--- src/rtl/bist_misr.sv ---
// Multiple-input signature register datapath.
// Ports:
//   clk, reset : clock, asynchronous active-high reset (clears q)
//   load, seed : load seed into the register (wins over en)
//   en, d      : compact response d this cycle
//   poly       : feedback taps (x^WIDTH implicit)
//   q          : register contents
module bist_misr #(
    parameter int WIDTH = 8
) (
    input  logic             clk,
    input  logic             reset,
    input  logic             load,
    input  logic [WIDTH-1:0] seed,
    input  logic             en,
    input  logic [WIDTH-1:0] poly,
    input  logic [WIDTH-1:0] d,
    output logic [WIDTH-1:0] q
);

    logic [WIDTH-1:0] q_nxt;

    // Shift left; the bit falling off the top folds back through the taps.
    assign q_nxt = {q[WIDTH-2:0], 1'b0} ^ (q[WIDTH-1] ? poly : '0) ^ d;

    always_ff @(posedge clk or posedge reset) begin
        if (reset) begin
            q <= '0;
        end else if (load) begin
            q <= seed;
        end else if (en) begin
            q <= q_nxt;
        end
    end

endmodule

--- config.mk ---
export PLATFORM = sky130hd
export DESIGN_NAME = bist_misr
export DESIGN_NICKNAME = d
export VERILOG_FILES = /design/src/rtl/bist_misr.sv
export SDC_FILE = /design/constraint.sdc
export NUM_CORES = 1
export LEC_CHECK = 0
export ABC_AREA = 0
export BUFFER_PORTS_ARGS = -buffer_cell sky130_fd_sc_hd__buf_2
export CORE_MARGIN = 10
export CORE_UTILIZATION = 40
export CTS_BUF_LIST = sky130_fd_sc_hd__clkbuf_8 sky130_fd_sc_hd__clkbuf_16
export CTS_CLUSTER_DIAMETER = 150
export DETAILED_ROUTE_END_ITERATION = 10
export GPL_TIMING_DRIVEN = 0
export PLACE_DENSITY = 0.86
export SYNTH_ARGS = -nofsm -noshare
export SYNTH_HDL_FRONTEND = slang
export SYNTH_SLANG_ARGS = --single-unit
--- constraint.sdc ---
create_clock -name clk -period 1.4 [get_ports clk]
set_input_delay 0.14 -clock clk [delete_from_list [all_inputs] [get_ports clk]]
set_output_delay 0.14 -clock clk [all_outputs]
set_load 0.02 [all_outputs]
==> flow_summary.html <==
<table>
<tr><th>Metric</th><th>Value</th></tr>
<tr><th colspan="2">STA</th></tr>
<tr><td>Timing-limited maximum frequency</td><td>966 MHz</td></tr>
<tr><td>Setup repair after global routing missed its margin</td><td>no</td></tr>
<tr><td>Final-report setup violation count</td><td>0</td></tr>
<tr><td>Pin slew with the least headroom to its limit</td><td>~0.31 ns</td></tr>
<tr><td>Final TNS setup</td><td>0 ns</td></tr>
<tr><td>Period minus WS final</td><td>between 1 and 1.5 ns</td></tr>
<tr><td>Worst slew margin relative to its limit</td><td>between 70% and 80%</td></tr>
<tr><td>Final Cycle Share</td><td>roughly 74%</td></tr>
<tr><td>Number of max-slew violations in the final report</td><td>0</td></tr>
<tr><td>Worst Skew</td><td>around 0.002 ns</td></tr>
<tr><td>Final hold viol count</td><td>0</td></tr>
<tr><th colspan="2">Layout</th></tr>
<tr><td>Finished Cell Area</td><td>828 µm²</td></tr>
<tr><td>Register with the most flip-flops</td><td>q</td></tr>
<tr><td>Largest register FFs</td><td>8</td></tr>
<tr><td>Final-stage net count</td><td>130</td></tr>
<tr><td>Antenna diode instance count</td><td>0</td></tr>
<tr><td># fillers</td><td>around 130</td></tr>
<tr><td>Fraction of final layout cells with drive strength greater than 1</td><td>a little over two fifths</td></tr>
<tr><td>Top Registers</td><td>q x8</td></tr>
<tr><td>Area overhead of the layout relative to synthesis</td><td>39.7%</td></tr>
<tr><th colspan="2">Critical path</th></tr>
<tr><td>Setup slack of the most critical reg-to-reg path</td><td>0.36 ns</td></tr>
<tr><td>Signal arrival time at the worst endpoint</td><td>roughly 1.1 ns</td></tr>
<tr><td>Delay of the slowest critical-path stage</td><td>between 0.3 and 0.4 ns</td></tr>
<tr><td>Top cell family by delay on the critical path</td><td>flip-flops</td></tr>
<tr><td>Slowest cell on the critical path</td><td>dfrtp_1</td></tr>
<tr><td>Number of gates on the worst path with buffers counted</td><td>4</td></tr>
<tr><td>Critical Path Source</td><td>q[7]$_DFFE_PP0P_</td></tr>
<tr><td>Data required time of the worst path</td><td>about 1.5 ns</td></tr>
<tr><td>Start of the worst register-to-register path</td><td>q[7]$_DFFE_PP0P_</td></tr>
<tr><td>Critical Path Fanout Max</td><td>10</td></tr>
<tr><td>Type of the worst setup path</td><td>register to register</td></tr>
<tr><td>Worst r2r dst</td><td>q[7]$_DFFE_PP0P_</td></tr>
<tr><td>Critical Path Start Type</td><td>register</td></tr>
<tr><td>Kind of capture point of the worst setup path</td><td>register</td></tr>
<tr><td>Buffers plus inverters on the worst setup path</td><td>1</td></tr>
<tr><td>Critical path cell sequence</td><td>buf_6 -&gt; nor3b_1 -&gt; a21oi_1 -&gt; o211ai_1</td></tr>
<tr><td>Logic depth of the worst register-to-register path</td><td>4</td></tr>
<tr><th colspan="2">Floorplan</th></tr>
<tr><td>Boundary pin count</td><td>36</td></tr>
<tr><td>Core area</td><td>about 1400 µm²</td></tr>
<tr><td>Effective utilization at floorplan</td><td>between 40 and 50%</td></tr>
<tr><td>Die span in x</td><td>between 50 and 60 µm</td></tr>
<tr><td>Height of the chip</td><td>~60 µm</td></tr>
<tr><td>Placement row count</td><td>13</td></tr>
<tr><td>Area enclosed by the die boundary</td><td>between 3000 and 4000 µm²</td></tr>
<tr><th colspan="2">Run</th></tr>
<tr><td>Max_cap viols</td><td>0</td></tr>
<tr><th colspan="2">Global route</th></tr>
<tr><td>GR Util met1</td><td>about a tenth</td></tr>
<tr><td>GRT Max-Usage Layer</td><td>met2</td></tr>
<tr><td>Vias in the first global route</td><td>575</td></tr>
<tr><td>Largest net degree at the start of global routing</td><td>11</td></tr>
<tr><td>First-pass GRT wire length</td><td>approximately 2500 µm</td></tr>
<tr><td>Routing usage on met2</td><td>~14%</td></tr>
<tr><td>Total global routing overflow</td><td>0</td></tr>
<tr><td>Total global routing track utilization</td><td>9.10%</td></tr>
<tr><td>Antenna violations before repair</td><td>0</td></tr>
<tr><td>Global routing met3 resource utilization</td><td>about 5.2%</td></tr>
<tr><th colspan="2">Hold path</th></tr>
<tr><td>Worst hold path startpoint</td><td>seed[1]</td></tr>
<tr><td>Hold Path Cell Cnt</td><td>3</td></tr>
<tr><td>Type of the tightest min-delay check</td><td>primary input to register</td></tr>
<tr><td>Worst hold path endpoint</td><td>q[1]$_DFFE_PP0P_</td></tr>
<tr><th colspan="2">Synth</th></tr>
<tr><td>Unique masters post-synth</td><td>16</td></tr>
<tr><td>Register area share after synthesis</td><td>33.8%</td></tr>
<tr><td>Mean cell area of the mapped netlist</td><td>roughly 9.4 µm²</td></tr>
<tr><td>Post-Synthesis Net Count</td><td>91</td></tr>
<tr><td>Yosys warning count</td><td>0</td></tr>
<tr><td>Total standard cell area after synthesis</td><td>just under 600 µm²</td></tr>
<tr><td>Flop and latch count out of synthesis</td><td>8</td></tr>
<tr><td>Post-Synthesis Cells</td><td>between 60 and 70</td></tr>
<tr><th colspan="2">Run status</th></tr>
<tr><td>Run status</td><td>complete, no violations</td></tr>
<tr><th colspan="2">Power and ir drop</th></tr>
<tr><td>Power, Total</td><td>between 0.0009 and 0.001 W</td></tr>
<tr><td>Switching Share</td><td>roughly a third</td></tr>
<tr><td>Portion of total power attributed to the clock network</td><td>between 30% and 40%</td></tr>
<tr><td>Proportion of power drawn by flip-flops and latches</td><td>32.6%</td></tr>
<tr><td>Pwr dens</td><td>~1100 nW/µm²</td></tr>
<tr><td>P_int</td><td>around 0.00062 W</td></tr>
<tr><td>Share of total power in combinational logic</td><td>a little under two fifths</td></tr>
<tr><td>Sw power</td><td>between 0.0002 and 0.0003 W</td></tr>
<tr><td>Worst ir drop on vdd</td><td>0.503 mV</td></tr>
<tr><td>Leakage Power</td><td>roughly 0.38 nW</td></tr>
<tr><th colspan="2">Detailed routing</th></tr>
<tr><td>Total number of vias</td><td>between 500 and 600</td></tr>
<tr><td>Length of the first detailed-routing pass in iterations</td><td>2</td></tr>
<tr><td>Detailed Route WL</td><td>around 1600 µm</td></tr>
<tr><td>Wirelength per Cell</td><td>14.2 µm</td></tr>
<tr><td>Routed vias/inst</td><td>4.89</td></tr>
<tr><td>DRC violation total after the first TritonRoute iteration</td><td>11</td></tr>
<tr><td>Antenna Violating Nets Remaining</td><td>0</td></tr>
<tr><td>DRC Markers</td><td>0</td></tr>
<tr><th colspan="2">Clocking</th></tr>
<tr><td>Post-CTS Repair Setup Buffers</td><td>0</td></tr>
<tr><td>Post-CTS Resized</td><td>0</td></tr>
<tr><td>CTS tree</td><td>yes</td></tr>
<tr><td>CTS sink count</td><td>8</td></tr>
<tr><td>TritonCTS buffer count</td><td>3</td></tr>
<tr><td>Clock insertion delay at the later pin of the skew report</td><td>approximately 0.23 ns</td></tr>
<tr><td>Total of hold buffers inserted after clock tree synthesis</td><td>1</td></tr>
<tr><td>Number of levels the H-tree was split into</td><td>1</td></tr>
<tr><td>Clk root buf</td><td>clkbuf_8</td></tr>
<tr><td>Maximum clock insertion buffer count</td><td>2</td></tr>
<tr><td>Clock-pin slew on the worst setup and hold paths</td><td>0.04 ns</td></tr>
<tr><th colspan="2">Placed design</th></tr>
<tr><td>Half-perimeter wire length of the detailed placement result</td><td>1330 µm</td></tr>
<tr><td>Port bufs</td><td>33</td></tr>
<tr><td>Weighted congestion at the end of routability-driven global placement</td><td>just over 0.7</td></tr>
<tr><td>Dpl cell area</td><td>777 µm²</td></tr>
</table>
layout by cell type (no fill, tap or decap):
| cell type | synthesis | final |
|---|---|---|
| nor2_1 | 1 | 1 |
| nand3b_1 | 1 | 1 |
| o21ai_1 | 8 | 8 |
| buf_2 | 0 | 33 |
| o211ai_1 | 1 | 1 |
| nor3b_1 | 8 | 8 |
| xnor2_1 | 11 | 11 |
| nand2b_4 | 1 | 1 |
| dfrtp_1 | 8 | 8 |
| nor3b_2 | 1 | 1 |
| inv_1 | 1 | 1 |
| dlygate4sd3_1 | 0 | 1 |
| xnor2_2 | 1 | 1 |
| clkbuf_8 | 0 | 3 |
| a22oi_1 | 1 | 1 |
| a21oi_1 | 7 | 7 |
| buf_6 | 4 | 4 |
| nand2_1 | 7 | 7 |
| xor2_1 | 2 | 2 |
synth_stat cells:
| cell type | number | share of area, % |
|---|---|---|
| dfrtp_1 | 8 | 34 |
| nand2b_4 | 1 | 2.3 |
| a22oi_1 | 1 | 1.3 |
| nand3b_1 | 1 | 1.3 |
| a21oi_1 | 7 | 5.9 |
| buf_6 | 4 | 7.6 |
| xnor2_1 | 11 | 16 |
| nor3b_1 | 8 | 10 |
| xnor2_2 | 1 | 2.7 |
| nand2_1 | 7 | 4.4 |
| o211ai_1 | 1 | 1.3 |
| o21ai_1 | 8 | 6.8 |
| nor3b_2 | 1 | 2.1 |
| nor2_1 | 1 | 0.63 |
| xor2_1 | 2 | 3.0 |
| inv_1 | 1 | 0.63 |
layer usage:
| layer | up-vias | part of all wire, % |
|---|---|---|
| met5 | - | 0 |
| met4 | 0 | 1.3 |
| met3 | 5 | 11 |
| met2 | 27 | 43 |
| met1 | 240 | 44 |
| li1 | 290 | - |
cell type report:
type | count | area [µm²] | area share, %
Buffer | 4 | 45.0 | 5.44
Clock buffer | 3 | 41.3 | 4.98
Inverter | 1 | 3.75 | 0.453
Multi-Input combinational cell | 50 | 344 | 41.5
Sequential cell | 8 | 200 | 24.2
Tap cell | 15 | 18.8 | 2.27
Timing Repair Buffer | 34 | 175 | 21.1
stage by stage:
stage	worst slack, ns	instances	utilization, %	hold WS, ns
after floorplan	0.344	63	-	-0.0443
after detailed placement	0.377	111	57.6	0.101
final	0.364	115	61.4	0.140
after CTS	0.370	115	61.4	0.142
after global routing	0.291	115	61.4	0.150
after global placement	0.410	111	57.6	0.0967
worst register-to-register path: stages (launching register included):
cell      delay (ns)
dfrtp_1         0.39
buf_6           0.15
nor3b_1         0.14
a21oi_1         0.12
o211ai_1        0.11
power by group through the flow:
stage                     Clock (W)  Combinational [W]  Sequential (W)
after global routing       0.000299           0.000364        0.000299
final                      0.000275           0.000334        0.000295
after floorplan                   0           0.000190        0.000339
after detailed placement          0           0.000336        0.000299
after CTS                  0.000279           0.000340        0.000295
after global placement            0           0.000329        0.000297
worst max path at each step:
| stage | endpoint |
|---|---|
| 3_3_place_gp | q[7]$_DFFE_PP0P_ |
| 5_1_grt | q[7]$_DFFE_PP0P_ |
| 4_1_cts | q[7]$_DFFE_PP0P_ |
| 2_1_floorplan | q[7]$_DFFE_PP0P_ |
| 6_report | q[7]$_DFFE_PP0P_ |
| 3_5_place_dp | q[7]$_DFFE_PP0P_ |
logic make-up after synthesis:
logic type	synth area share, %
buffers and inverters	8.23
AND/OR/NAND/NOR	20.9
AO/OA/AOI/OAI	15.2
XOR/XNOR	21.9
flip-flops	33.8
Power figures use the tool's default switching activity.
